### src/rtl/uart_boot_loader_if.sv
// Wishbone classic-pipelined write port between the boot loader (master)
// and the instruction memory (slave).
interface uart_boot_loader_if;
    logic        cyc;
    logic        stb;
    logic        we;
    logic [3:0]  sel;
    logic [31:0] addr;
    logic [31:0] data;
    logic        ack;
    logic        stall;

    modport master (output cyc, stb, we, sel, addr, data, input ack, stall);
    modport slave  (input cyc, stb, we, sel, addr, data, output ack, stall);
endinterface

### src/rtl/uart_boot_loader.sv
// UART 8N1 program loader: receives bytes, packs them little-endian into 32-bit words,
// writes them over Wishbone and releases the CPU reset once WORD_CNT words are acknowledged.
module uart_boot_loader #(
    parameter int          CLKS_PER_BIT = 434,
    parameter int          WORD_CNT     = 32,
    parameter logic [31:0] BASE_ADDR    = 32'h0
) (
    input  logic                   sys_clk,
    input  logic                   sys_rst,
    input  logic                   uart_rx,
    uart_boot_loader_if.master     wb,
    output logic                   cpu_rst_o,
    output logic                   boot_done_o,
    output logic                   frame_err_o,
    output logic                   ovf_err_o
);
    localparam int CNT_W = $clog2(CLKS_PER_BIT + 1);
    localparam int IDX_W = $clog2(WORD_CNT + 1);
    localparam logic [CNT_W-1:0] HALF_M1  = CNT_W'(CLKS_PER_BIT / 2 - 1);
    localparam logic [CNT_W-1:0] FULL_M1  = CNT_W'(CLKS_PER_BIT - 1);
    localparam logic [IDX_W-1:0] LAST_IDX = IDX_W'(WORD_CNT);

    typedef enum logic [2:0] {RX_IDLE, RX_START, RX_DATA, RX_STOP, RX_BREAK} rx_state_t;
    typedef enum logic [1:0] {WB_IDLE, WB_REQ, WB_WAIT} wb_state_t;

    logic             rx_meta_r, rx_sync_r, rx_prev_r;
    rx_state_t        rx_state_r, rx_state_nx;
    logic [CNT_W-1:0] clk_cnt_r, clk_cnt_nx;
    logic [2:0]       bit_cnt_r, bit_cnt_nx;
    logic [7:0]       shift_r, shift_nx;
    logic             byte_valid_r, byte_valid_nx;
    logic             frame_err_r, frame_err_nx;

    logic [1:0]       byte_cnt_r, byte_cnt_nx;
    logic [23:0]      word_buf_r, word_buf_nx;
    wb_state_t        wb_state_r, wb_state_nx;
    logic [IDX_W-1:0] word_idx_r, word_idx_nx;
    logic             cyc_r, cyc_nx, stb_r, stb_nx, we_r, we_nx;
    logic [3:0]       sel_r, sel_nx;
    logic [31:0]      addr_r, addr_nx, data_r, data_nx;
    logic             boot_done_r, boot_done_nx, cpu_rst_r, cpu_rst_nx;
    logic             ovf_err_r, ovf_err_nx;
    logic             take_byte_s, word_done_s, finish_s;

    assign wb.cyc      = cyc_r;
    assign wb.stb      = stb_r;
    assign wb.we       = we_r;
    assign wb.sel      = sel_r;
    assign wb.addr     = addr_r;
    assign wb.data     = data_r;
    assign cpu_rst_o   = cpu_rst_r;
    assign boot_done_o = boot_done_r;
    assign frame_err_o = frame_err_r;
    assign ovf_err_o   = ovf_err_r;

    // Receiver next-state: start validation at mid start bit, then one sample per bit period
    always_comb begin
        rx_state_nx   = rx_state_r;
        clk_cnt_nx    = clk_cnt_r;
        bit_cnt_nx    = bit_cnt_r;
        shift_nx      = shift_r;
        byte_valid_nx = 1'b0;
        frame_err_nx  = frame_err_r;
        case (rx_state_r)
            RX_IDLE: begin
                clk_cnt_nx = '0;
                if (rx_prev_r && !rx_sync_r) begin
                    rx_state_nx = RX_START;
                end else begin
                    rx_state_nx = RX_IDLE;
                end
            end
            RX_START: begin
                if (clk_cnt_r == HALF_M1) begin
                    clk_cnt_nx = '0;
                    bit_cnt_nx = 3'd0;
                    if (rx_sync_r) begin
                        rx_state_nx = RX_IDLE;
                    end else begin
                        rx_state_nx = RX_DATA;
                    end
                end else begin
                    clk_cnt_nx = clk_cnt_r + CNT_W'(1);
                end
            end
            RX_DATA: begin
                if (clk_cnt_r == FULL_M1) begin
                    clk_cnt_nx = '0;
                    shift_nx   = {rx_sync_r, shift_r[7:1]};
                    bit_cnt_nx = bit_cnt_r + 3'd1;
                    if (bit_cnt_r == 3'd7) begin
                        rx_state_nx = RX_STOP;
                    end else begin
                        rx_state_nx = RX_DATA;
                    end
                end else begin
                    clk_cnt_nx = clk_cnt_r + CNT_W'(1);
                end
            end
            RX_STOP: begin
                if (clk_cnt_r == FULL_M1) begin
                    clk_cnt_nx = '0;
                    if (rx_sync_r) begin
                        byte_valid_nx = 1'b1;
                        rx_state_nx   = RX_IDLE;
                    end else begin
                        frame_err_nx = 1'b1;
                        rx_state_nx  = RX_BREAK;
                    end
                end else begin
                    clk_cnt_nx = clk_cnt_r + CNT_W'(1);
                end
            end
            RX_BREAK: begin
                if (rx_sync_r) begin
                    rx_state_nx = RX_IDLE;
                end else begin
                    rx_state_nx = RX_BREAK;
                end
            end
            default: rx_state_nx = RX_IDLE;
        endcase
    end

    // Packer and Wishbone master next-state; the received byte stays in shift_r until the next frame
    always_comb begin
        byte_cnt_nx  = byte_cnt_r;
        word_buf_nx  = word_buf_r;
        wb_state_nx  = wb_state_r;
        word_idx_nx  = word_idx_r;
        cyc_nx       = cyc_r;
        stb_nx       = stb_r;
        we_nx        = we_r;
        sel_nx       = sel_r;
        addr_nx      = addr_r;
        data_nx      = data_r;
        boot_done_nx = boot_done_r;
        cpu_rst_nx   = cpu_rst_r;
        ovf_err_nx   = ovf_err_r;
        finish_s     = 1'b0;
        take_byte_s  = byte_valid_r && !boot_done_r;
        word_done_s  = take_byte_s && (byte_cnt_r == 2'd3);

        if (take_byte_s) begin
            byte_cnt_nx = byte_cnt_r + 2'd1;
            case (byte_cnt_r)
                2'd0:    word_buf_nx[7:0]   = shift_r;
                2'd1:    word_buf_nx[15:8]  = shift_r;
                2'd2:    word_buf_nx[23:16] = shift_r;
                default: word_buf_nx        = word_buf_r;
            endcase
        end else begin
            byte_cnt_nx = byte_cnt_r;
        end

        case (wb_state_r)
            WB_IDLE: begin
                if (word_done_s) begin
                    wb_state_nx = WB_REQ;
                    cyc_nx      = 1'b1;
                    stb_nx      = 1'b1;
                    we_nx       = 1'b1;
                    sel_nx      = 4'hF;
                    addr_nx     = BASE_ADDR + (32'(word_idx_r) << 2);
                    data_nx     = {shift_r, word_buf_r};
                end else begin
                    wb_state_nx = WB_IDLE;
                end
            end
            WB_REQ: begin
                ovf_err_nx = ovf_err_r | word_done_s;
                if (!wb.stall) begin
                    stb_nx = 1'b0;
                    if (wb.ack) begin
                        finish_s = 1'b1;
                    end else begin
                        wb_state_nx = WB_WAIT;
                    end
                end else begin
                    stb_nx = 1'b1;
                end
            end
            WB_WAIT: begin
                ovf_err_nx = ovf_err_r | word_done_s;
                if (wb.ack) begin
                    finish_s = 1'b1;
                end else begin
                    wb_state_nx = WB_WAIT;
                end
            end
            default: wb_state_nx = WB_IDLE;
        endcase

        if (finish_s) begin
            wb_state_nx = WB_IDLE;
            cyc_nx      = 1'b0;
            we_nx       = 1'b0;
            sel_nx      = 4'h0;
            word_idx_nx = word_idx_r + IDX_W'(1);
            if (word_idx_r + IDX_W'(1) == LAST_IDX) begin
                boot_done_nx = 1'b1;
                cpu_rst_nx   = 1'b0;
            end else begin
                boot_done_nx = boot_done_r;
                cpu_rst_nx   = cpu_rst_r;
            end
        end else begin
            word_idx_nx = word_idx_r;
        end
    end

    // State and output registers; reset discards any partial word and drops cyc at once
    always_ff @(posedge sys_clk or posedge sys_rst) begin
        if (sys_rst) begin
            rx_meta_r    <= 1'b1;
            rx_sync_r    <= 1'b1;
            rx_prev_r    <= 1'b1;
            rx_state_r   <= RX_IDLE;
            clk_cnt_r    <= '0;
            bit_cnt_r    <= 3'd0;
            shift_r      <= 8'h00;
            byte_valid_r <= 1'b0;
            frame_err_r  <= 1'b0;
            byte_cnt_r   <= 2'd0;
            word_buf_r   <= 24'h0;
            wb_state_r   <= WB_IDLE;
            word_idx_r   <= '0;
            cyc_r        <= 1'b0;
            stb_r        <= 1'b0;
            we_r         <= 1'b0;
            sel_r        <= 4'h0;
            addr_r       <= BASE_ADDR;
            data_r       <= 32'h0;
            boot_done_r  <= 1'b0;
            cpu_rst_r    <= 1'b1;
            ovf_err_r    <= 1'b0;
        end else begin
            rx_meta_r    <= uart_rx;
            rx_sync_r    <= rx_meta_r;
            rx_prev_r    <= rx_sync_r;
            rx_state_r   <= rx_state_nx;
            clk_cnt_r    <= clk_cnt_nx;
            bit_cnt_r    <= bit_cnt_nx;
            shift_r      <= shift_nx;
            byte_valid_r <= byte_valid_nx;
            frame_err_r  <= frame_err_nx;
            byte_cnt_r   <= byte_cnt_nx;
            word_buf_r   <= word_buf_nx;
            wb_state_r   <= wb_state_nx;
            word_idx_r   <= word_idx_nx;
            cyc_r        <= cyc_nx;
            stb_r        <= stb_nx;
            we_r         <= we_nx;
            sel_r        <= sel_nx;
            addr_r       <= addr_nx;
            data_r       <= data_nx;
            boot_done_r  <= boot_done_nx;
            cpu_rst_r    <= cpu_rst_nx;
            ovf_err_r    <= ovf_err_nx;
        end
    end
endmodule

### src/flat_wrapper.sv
// flat-port wrapper written by rule: the top's interface ports become plain ports
module uart_boot_loader_flat 
#(
    parameter int          CLKS_PER_BIT = 434,
    parameter int          WORD_CNT     = 32,
    parameter logic [31:0] BASE_ADDR    = 32'h0
)
  (sys_clk, sys_rst, uart_rx, cpu_rst_o, boot_done_o, frame_err_o, ovf_err_o, wb_cyc, wb_stb, wb_we, wb_sel, wb_addr, wb_data, wb_ack, wb_stall);
  uart_boot_loader_if wb_i ();
  input  logic sys_clk;
  input  logic sys_rst;
  input  logic uart_rx;
  output logic cpu_rst_o;
  output logic boot_done_o;
  output logic frame_err_o;
  output logic ovf_err_o;
  output wire logic [$bits(wb_i.cyc)-1:0] wb_cyc;
  output wire logic [$bits(wb_i.stb)-1:0] wb_stb;
  output wire logic [$bits(wb_i.we)-1:0] wb_we;
  output wire logic [$bits(wb_i.sel)-1:0] wb_sel;
  output wire logic [$bits(wb_i.addr)-1:0] wb_addr;
  output wire logic [$bits(wb_i.data)-1:0] wb_data;
  input wire logic [$bits(wb_i.ack)-1:0] wb_ack;
  input wire logic [$bits(wb_i.stall)-1:0] wb_stall;
  assign wb_cyc = wb_i.cyc;
  assign wb_stb = wb_i.stb;
  assign wb_we = wb_i.we;
  assign wb_sel = wb_i.sel;
  assign wb_addr = wb_i.addr;
  assign wb_data = wb_i.data;
  assign wb_i.ack = wb_ack;
  assign wb_i.stall = wb_stall;
  uart_boot_loader #(.CLKS_PER_BIT(CLKS_PER_BIT), .WORD_CNT(WORD_CNT), .BASE_ADDR(BASE_ADDR)) u_core (.sys_clk(sys_clk), .sys_rst(sys_rst), .uart_rx(uart_rx), .wb(wb_i), .cpu_rst_o(cpu_rst_o), .boot_done_o(boot_done_o), .frame_err_o(frame_err_o), .ovf_err_o(ovf_err_o));
endmodule
### config.mk
export PLATFORM = sky130hd
export DESIGN_NAME = uart_boot_loader_flat
export DESIGN_NICKNAME = d
export VERILOG_FILES = /design/src/rtl/uart_boot_loader_if.sv /design/src/rtl/uart_boot_loader.sv /design/src/flat_wrapper.sv
export SDC_FILE = /design/constraint.sdc
export NUM_CORES = 1
export LEC_CHECK = 0
export CORE_ASPECT_RATIO = 1.25
export CORE_MARGIN = 8
export CORE_UTILIZATION = 50
export CTS_CLUSTER_SIZE = 10
export DETAILED_ROUTE_END_ITERATION = 8
export PLACE_DENSITY = 0.73
export SLEW_MARGIN = 15
export SYNTH_ARGS = -nofsm -noshare
export SYNTH_HDL_FRONTEND = slang
export SYNTH_SLANG_ARGS = --single-unit
export TNS_END_PERCENT = 50
### constraint.sdc
create_clock -name sys_clk -period 9.06 [get_ports sys_clk]
set_input_delay 1.359 -clock sys_clk [delete_from_list [all_inputs] [get_ports sys_clk]]
set_output_delay 1.359 -clock sys_clk [all_outputs]
set_load 0.005 [all_outputs]
==> flow_summary_export.csv, run 1 <==
group,metric,value,unit
status,status,"completed",
yosys,syn_area,4711,um^2
yosys,async_flop_share,1.000,
final_layout,nFillCells,756,
power_and_ir_drop,pwr-share-clk,0.398,
grt,grt_util_all_layers,0.1421,
placement,portBuffers,53,
detailed_routing,drc,0,
die,coreArea,9174,um^2
placement,place_area,5223,um^2
final_layout,drive_above_1_share,0.2536,
timing,max_freq,0.3674,GHz
yosys,syn_inst,364,
worst_setup_path,critPathLaunch,"u_core.cpu_rst_o",
worst_hold_path,hold_path_startpoint,"u_core.rx_meta_r",
worst_setup_path,crit_arrival,1.36,ns
clock_network,cts_setup_buffers,0,
yosys,synth_edf_count,0,
clock_network,cts_max_level,3,
die,ioPinCount,80,
detailed_routing,dr.pass1.iters,4,
timing,finalHoldViolCount,0,
worst_setup_path,critPathBufInv,1,
power_and_ir_drop,seqPwrFrac,0.528,
final_layout,syn2layout_area_growth,17.13,%
power_and_ir_drop,irDropWorstVdd,116.9,uV
worst_setup_path,end_kind,"primary output",
power_and_ir_drop,swShare,0.2393,
flow_run,cap_violations,0,
grt,grt_max_degree,74,
timing,finClkSkew,0.01247,ns
worst_setup_path,crit_chain,"clkdlybuf4s50_1",
yosys,yosysMostFrequentCell,"dfrtp_1",
yosys,yosys_most_used_dff,"dfrtp_1",
detailed_routing,drtAntennaViolNets,0,
yosys,synth_common_cells,"101 x dfrtp_1, 72 x mux2_2, 32 x buf_4, 25 x nand2_1",
placement,post-dp-hpwl,5939,um
yosys,synth.area.top_cells,"dfrtp_1 54%, mux2_2 17%, buf_4 5.1%",
power_and_ir_drop,leakage,0.002729,uW
timing,tightest_slew,1.073,ns
yosys,yosysSeqAreaShare,0.5588,
clock_network,clk_latency,0.34,ns
grt,antenna_found_initial,0,
timing,slew_violations,0,
yosys,synth_warnings,0,
clock_network,clkSinkCount,105,
die,dieArea,12800,um^2
worst_setup_path,critPathMaxStageDelay,0.53,ns
power_and_ir_drop,comb_power_share,0.074,
detailed_routing,wire_per_inst,15.91,um
die,die_h,124.5,um
worst_setup_path,rr_endpoint,"u_core.wb.data[3]",
die,initial_core_util,0.5135,
final_layout,diodes,0,
yosys,ys_seq_elements,105,
clock_network,root_buffer,"clkbuf_16",
worst_setup_path,crit_fanout,2,
yosys,avgSynthCellArea,12.94,um^2
detailed_routing,drtIter0Drc,140,
timing,period_share,0.3004,
worst_hold_path,hold_path_end,"u_core.rx_sync_r",
power_and_ir_drop,pwr_density_cell,171.9,nW/um^2
die,rows,39,
timing,relSlewSlack,0.2840,
worst_setup_path,crit_slowest_cell,"dfstp_2",
grt,grt_overflow,0,
final_layout,nNetsFinal,433,
worst_hold_path,timing.hold.worst_path_depth,0,
clock_network,clkTransAtPathRegs,0.07,ns
worst_setup_path,crit_type,"flip-flop to primary output",
worst_setup_path,cp-start-kind,"flip-flop",
worst_setup_path,crit_required,7.70,ns
yosys,ys_types,47,
detailed_routing,wirelength,8607,um
clock_network,clk_path_buf_depth,2,
final_layout,fin_area,5518,um^2
detailed_routing,viasPerCell,5.113,
detailed_routing,route.vias.total,2766,
placement,place.gp.congestion,0.8093,
die,die_w,102.8,um
timing,holdWs,0.3573,ns
timing,period_needed,2.722,ns
timing,setup_tns,0,ns
yosys,synth_top_area_frac,0.5365,
power_and_ir_drop,finalPower,948.6,uW
clock_network,cts_tree,"built",
final_layout,layout.cells.non_filler,541,
worst_setup_path,r2r_start,"u_core.boot_done_o",
clock_network,cts.repair.resized,0,
grt,grt_pass1_vias,2899,
placement,place.detailed.instances,525,
worst_hold_path,hold_class,"flip-flop to flip-flop",
timing,rsz0062_at_grt,"no",
worst_setup_path,critPathTopFamily,"flip-flops",
timing,setup_violations,0,
worst_setup_path,regToRegSetupSlack,6.49,ns
power_and_ir_drop,p_int,721.6,uW
clock_network,cts_inserted_buffers,9,
power_and_ir_drop,power.switching,227.0,uW
grt,grt_pass1_wl,14460,um
yosys,synth_top_area_cell,"dfrtp_1",
worst_setup_path,reg2reg_depth,3,
clock_network,cts_hold_buf,0,
[power by group through the flow]
stage | sequential, uW | clock, uW | combinational [uW]
5_1_grt | 504 | 408 | 79.4
6_report | 501 | 378 | 70.0
2_1_floorplan | 503 | 0 | 64.7
3_3_place_gp | 509 | 0 | 67.9
4_1_cts | 501 | 390 | 71.0
3_5_place_dp | 510 | 0 | 70.3
[flip-flops by register name, indices dropped and copies added (netlist names)]
signal / count
u_core.bit_cnt_r: 3
u_core.boot_done_o: 1
u_core.byte_cnt_r: 2
u_core.byte_valid_r: 1
u_core.clk_cnt_r: 9
u_core.cpu_rst_o: 1
u_core.frame_err_o: 1
u_core.ovf_err_o: 1
u_core.rx_meta_r: 1
u_core.rx_prev_r: 1
u_core.rx_state_r: 3
u_core.rx_sync_r: 1
u_core.shift_r: 8
u_core.wb.addr: 6
u_core.wb.data: 32
u_core.wb.sel: 1
u_core.wb.stb: 1
u_core.wb_state_r: 2
u_core.word_buf_r: 24
u_core.word_idx_r: 6
[cell type report]
| cell class | count | area (um^2) | area share |
|---|---|---|---|
| clock inverter | 5 | 42.54 | 0.007710 |
| multi-input combinational | 228 | 1839 | 0.3333 |
| inverter | 15 | 58.81 | 0.01066 |
| sequential | 105 | 2633 | 0.4771 |
| tap | 123 | 153.9 | 0.02789 |
| timing repair buffer | 54 | 538.0 | 0.09751 |
| clock buffer | 11 | 252.7 | 0.04580 |
[through the flow]
step | setup slack (ns) | utilization
finish | 6.338 | 0.6015
global route | 6.186 | 0.6015
CTS | 6.314 | 0.6015
detailed placement | 5.993 | 0.5693
global placement | 6.046 | 0.5693
floorplan | 4.947 | -
[logic make-up (layout without fill, tap and decap cells)]
family / Yosys count / in the layout / share of synthesized area
and+or+nand+nor: 66 / 66 / 0.07304
other: 1 / 26 / 0.0007960
buffers and inverters: 56 / 85 / 0.07171
AOI/OAI and AO/OA: 39 / 39 / 0.06375
adders and majority gates: 15 / 15 / 0.03984
xor gates and xnor gates: 9 / 9 / 0.01673
muxes: 73 / 73 / 0.1753
DFF: 105 / 105 / 0.5588
[per-layer routing]
layer  part of all wire  wire, um  track usage  vias to the layer above
met5                  0         0            0                        -
li1                   -         -            -                     1307
met3              0.047       401      0.03579                        5
met4              0.012       102      0.05295                        0
met1               0.44      3770       0.1730                     1407
met2               0.50      4333       0.2341                       47
[worst max-delay path by stage]
stage,to,slack (ns),depth (start not counted)
after global placement,u_core.clk_cnt_r[7],6.05,3
after CTS,cpu_rst_o,6.31,1
after detailed placement,u_core.clk_cnt_r[7],5.99,3
after global routing,u_core.bit_cnt_r[0],6.19,3
after floorplan,u_core.bit_cnt_r[0],4.95,1
final,cpu_rst_o,6.34,1
[placed cells by master, fill, tap and decap left out, types with 5 or more instances in the layout]
master / n
clkbuf_16: 9
mux2_2: 72
o21ai_0: 5
dfrtp_1: 101
nor2b_1: 5
clkdlybuf4s50_1: 53
nor2_1: 8
o22ai_1: 5
ha_1: 15
nor3_1: 5
a21oi_1: 8
nand2_1: 25
inv_1: 14
xnor2_1: 7
conb_1: 26
o21a_1: 5
nand4_1: 5
Note: power is estimated with default switching activity, not from simulation.
==> run 2: changes to the inputs <==
==> constraint.sdc (replaced) <==
create_clock -name sys_clk -period 2.55 [get_ports sys_clk]
set_input_delay 0.3825 -clock sys_clk [delete_from_list [all_inputs] [get_ports sys_clk]]
set_output_delay 0.3825 -clock sys_clk [all_outputs]
set_load 0.005 [all_outputs]
==> flow_summary_export.csv, run 2 (same netlist as run 1, synthesis figures left out) <==
group,metric,value,unit
detailed_routing,drtAntennaViolNets,0,
detailed_routing,drtIter0Drc,120,
final_layout,mostFrequentLayoutCell,"dfrtp_1",
worst_setup_path,rr_endpoint,"u_core.bit_cnt_r[0]",
timing,period_needed,1.933,ns
grt,grt_util_all_layers,0.1343,
grt,grt_overflow,0,
power_and_ir_drop,comb_power_share,0.071,
worst_setup_path,reg2reg_depth,4,
worst_hold_path,hold_class,"flip-flop to flip-flop",
worst_setup_path,r2r_start,"u_core.rx_state_r[2]",
clock_network,cts.repair.resized,0,
placement,portBuffers,53,
final_layout,nNetsFinal,436,
timing,rsz0062_at_grt,"no",
die,initial_core_util,0.5135,
timing,finClkSkew,0.003959,ns
power_and_ir_drop,pwr-share-clk,0.430,
timing,tightest_slew,0.6004,ns
clock_network,cts_inserted_buffers,9,
power_and_ir_drop,pwr_density_cell,636.9,nW/um^2
clock_network,root_buffer,"clkbuf_16",
clock_network,cts_setup_buffers,0,
final_layout,fin_area,5608,um^2
die,dieArea,12800,um^2
placement,place.gp.congestion,0.8253,
final_layout,finish.utilization,0.6113,
clock_network,cts_max_level,3,
final_layout,final_cell_mix,"101 x dfrtp_1, 72 x mux2_2, 53 x clkdlybuf4s50_1",
worst_setup_path,crit_arrival,2.16,ns
clock_network,cts_tree,"built",
timing,finalHoldViolCount,0,
detailed_routing,route.vias.total,2768,
die,die_h,124.5,um
power_and_ir_drop,power.switching,773.8,uW
detailed_routing,drc,0,
final_layout,drive_above_1_share,0.2542,
clock_network,clkSinkCount,105,
timing,slew_violations,0,
clock_network,cts_hold_buf,0,
timing,setup_tns,0,ns
status,status,"completed",
worst_hold_path,timing.hold.worst_path_depth,0,
detailed_routing,dr.pass1.iters,6,
worst_setup_path,crit_fanout,16,
worst_setup_path,end_kind,"flip-flop",
die,rows,39,
worst_setup_path,crit_type,"flip-flop to flip-flop",
detailed_routing,viasPerCell,5.088,
timing,relSlewSlack,0.5998,
final_layout,syn2layout_area_growth,19.04,%
power_and_ir_drop,leakage,0.002770,uW
final_layout,diodes,0,
placement,dp_slack,0.5487,ns
die,ioPinCount,80,
worst_setup_path,regToRegSetupSlack,0.62,ns
clock_network,clk_latency,0.33,ns
worst_hold_path,hold_path_startpoint,"u_core.rx_meta_r",
power_and_ir_drop,seqPwrFrac,0.499,
timing,period_share,0.7582,
timing,max_freq,0.5172,GHz
grt,grt_pass1_vias,2779,
clock_network,clkTransAtPathRegs,0.07,ns
placement,post-dp-hpwl,5793,um
worst_hold_path,hold_path_end,"u_core.rx_sync_r",
grt,antenna_found_initial,0,
placement,place_area,5271,um^2
power_and_ir_drop,swShare,0.2166,
detailed_routing,wire_per_inst,15.51,um
clock_network,clk_path_buf_depth,2,
timing,fin_ws,0.6166,ns
final_layout,largest_reg_flops,32,
die,coreArea,9174,um^2
die,die_w,102.8,um
grt,grt_max_degree,106,
power_and_ir_drop,irDropWorstVdd,397.8,uV
grt,grt_pass1_wl,13750,um
worst_setup_path,cp-start-kind,"flip-flop",
flow_run,cap_violations,0,
timing,setup_violations,0,
worst_setup_path,crit_required,2.77,ns
detailed_routing,wirelength,8440,um
power_and_ir_drop,p_int,2798,uW
==> run 2: worst max path at each step <==
| stage | startpoint | cells after the start | end | slack [ns] |
|---|---|---|---|---|
| detailed placement | wb_stall | 4 | u_core.word_idx_r[1] | 0.55 |
| global placement | wb_stall | 4 | u_core.word_idx_r[1] | 0.58 |
| CTS | u_core.rx_state_r[2] | 4 | u_core.bit_cnt_r[0] | 0.60 |
| finish | u_core.rx_state_r[2] | 4 | u_core.bit_cnt_r[0] | 0.62 |
| floorplan | u_core.clk_cnt_r[0] | 6 | u_core.clk_cnt_r[0] | 0.85 |
| global route | u_core.rx_state_r[2] | 4 | u_core.bit_cnt_r[0] | 0.49 |
==> run 2: metrics by stage <==
stage,cells,total power [uW],hold WS (ns)
floorplan,389,2017,0.3452
global placement,528,2053,0.3459
detailed placement,528,2064,0.3472
CTS,544,3607,0.3570
global route,544,3715,0.3605
finish,544,3572,0.3576
==> run 2: power groups by stage <==
| stage | sequential (uW) | combinational (uW) | clock, uW |
|---|---|---|---|
| 2_1_floorplan | 1790 | 230 | 0 |
| 3_3_place_gp | 1810 | 245 | 0 |
| 3_5_place_dp | 1810 | 254 | 0 |
| 4_1_cts | 1780 | 256 | 1570 |
| 5_1_grt | 1790 | 289 | 1630 |
| 6_report | 1780 | 253 | 1540 |
==> run 2: per-layer routing <==
metal | up-vias | wire [um] | global-route usage
met4 | 0 | 95 | 0.04526
met1 | 1378 | 3796 | 0.1647
met3 | 9 | 453 | 0.03468
met2 | 65 | 4094 | 0.2215
met5 | - | 0 | 0
li1 | 1316 | - | -
==> run 2: area by class of cell <==
| cell class | instances | area (um^2) |
|---|---|---|
| multi-input cells | 228 | 1839 |
| clock buffers | 11 | 232.7 |
| clock inverters | 5 | 103.9 |
| repair buffers | 57 | 585.6 |
| flip-flops and latches | 105 | 2633 |
| well taps | 123 | 153.9 |
| inverters | 15 | 60.06 |
| fillers | 736 | 3566 |
==> run 2: critical path, stage by stage, from the launching register on <==
cell	delay (ns)
dfrtp_1	0.56
nor3b_1	0.39
nand3_1	0.32
a21o_2	0.30
mux2_2	0.26
==> run 3: changes to the inputs <==
==> constraint.sdc (replaced) <==
create_clock -name sys_clk -period 1.9 [get_ports sys_clk]
set_input_delay 0.285 -clock sys_clk [delete_from_list [all_inputs] [get_ports sys_clk]]
set_output_delay 0.285 -clock sys_clk [all_outputs]
set_load 0.005 [all_outputs]
==> flow_summary_export.csv, run 3 (same netlist as run 1, synthesis figures left out) <==
group,metric,value,unit
grt,grt_overflow,0,
worst_setup_path,cp-start-kind,"flip-flop",
worst_setup_path,rr_endpoint,"u_core.clk_cnt_r[0]",
detailed_routing,wire_per_inst,15.61,um
timing,finalHoldViolCount,0,
clock_network,cts_inserted_buffers,9,
detailed_routing,drtAntennaViolNets,0,
worst_setup_path,regToRegSetupSlack,0.11,ns
clock_network,clkTransAtPathRegs,0.07,ns
timing,rsz0062_at_grt,"no",
die,coreArea,9174,um^2
detailed_routing,wirelength,8630,um
worst_setup_path,reg2reg_depth,6,
placement,portBuffers,53,
worst_setup_path,crit_required,2.13,ns
status,status,"completed",
detailed_routing,route.vias.total,2832,
timing,max_freq,0.5580,GHz
final_layout,syn2layout_area_growth,20.40,%
final_layout,drive_above_1_share,0.2721,
power_and_ir_drop,pwr_density_cell,816.2,nW/um^2
clock_network,cts_setup_buffers,0,
clock_network,cts_tree,"built",
timing,setup_violations,0,
detailed_routing,top_layer_used,"met4",
clock_network,root_buffer,"clkbuf_16",
worst_setup_path,r2r_start,"u_core.clk_cnt_r[0]",
die,dieArea,12800,um^2
clock_network,clkSinkCount,105,
worst_setup_path,crit_arrival,2.02,ns
worst_setup_path,end_kind,"flip-flop",
clock_network,cts_max_level,3,
timing,slew_violations,0,
placement,post-dp-hpwl,6250,um
detailed_routing,viasPerCell,5.121,
clock_network,cts_hold_buf,0,
grt,grt_util_all_layers,0.1439,
detailed_routing,drtIter0Drc,77,
final_layout,nNetsFinal,445,
detailed_routing,met1_length,3601,um
grt,grt_pass1_wl,14570,um
grt,antenna_found_initial,0,
grt,grt_max_degree,36,
final_layout,fin_area,5672,um^2
detailed_routing,wl_met3,477,um
die,initial_core_util,0.5135,
die,rows,39,
timing,period_needed,1.792,ns
final_layout,largest_reg_flops,32,
flow_run,cap_violations,0,
detailed_routing,dr.pass1.iters,4,
clock_network,clk_latency,0.34,ns
worst_hold_path,hold_class,"primary input to async pin",
detailed_routing,drc,0,
worst_setup_path,crit_fanout,7,
die,die_h,124.5,um
power_and_ir_drop,leakage,0.002807,uW
final_layout,diodes,0,
clock_network,clk_path_buf_depth,2,
timing,finClkSkew,0.008265,ns
timing,holdWs,0.3004,ns
placement,place_area,5364,um^2
power_and_ir_drop,irDropWorstVdd,519.0,uV
timing,setup_tns,0,ns
placement,place.gp.congestion,0.8575,
die,die_w,102.8,um
final_layout,mostFrequentLayoutCell,"dfrtp_1",
clock_network,cts.repair.resized,0,
die,ioPinCount,80,
worst_setup_path,crit_type,"flip-flop to flip-flop",
final_layout,final_cell_mix,"101 x dfrtp_1, 72 x mux2_2, 53 x clkdlybuf4s50_1",
detailed_routing,met2WireLength,4424,um
timing,period_share,0.9433,
grt,grt_pass1_vias,2914,
## run 3: final cells by class
class / instances / area [um^2]
clock buffers: 10 / 229.0
clock inverters: 6 / 71.32
fillers: 738 / 3502
inverters: 15 / 60.06
multi-input cells: 228 / 1847
flip-flops and latches: 105 / 2633
well taps: 123 / 153.9
repair buffers: 66 / 678.2
## run 3: layer usage
layer,vias to the layer above,GRT usage
met5,-,0
met4,0,0.05978
met3,10,0.03468
met2,64,0.2429
met1,1421,0.1682
li1,1337,-
## run 3: report_power, final
part	switching (uW)	internal, uW
logic	202	193
clock network	826	1040
registers	73.3	2300
total	1100	3530
## run 3: worst max-delay path by stage
stage,start,endpoint,slack (ns),depth (start not counted)
floorplan,u_core.clk_cnt_r[0],u_core.clk_cnt_r[0],0.20,6
global placement,wb_stall,u_core.word_idx_r[2],0.12,6
detailed placement,wb_stall,u_core.word_idx_r[2],0.09,6
CTS,u_core.clk_cnt_r[0],u_core.clk_cnt_r[0],0.1,6
global route,u_core.wb_state_r[0],u_core.wb_state_r[0],0.008,6
finish,u_core.clk_cnt_r[0],u_core.clk_cnt_r[0],0.11,6
## run 3: critical path, stage by stage (launching register included)
cell and delay (ns):
dfrtp_1 0.42, inv_1 0.11, ha_1 0.15, and4bb_2 0.27, a41oi_4 0.17, or2_4 0.32, mux2_4 0.26
## run 3: metrics by stage
stage	power (uW)	util	instances	setup WS, ns
after floorplan	2708	-	389	0.2047
after global placement	2791	0.5847	537	0.1241
after detailed placement	2810	0.5847	537	0.08508
after CTS	4683	0.6174	553	0.09795
after global routing	4834	0.6182	553	0.007781
final	4630	0.6182	553	0.1078
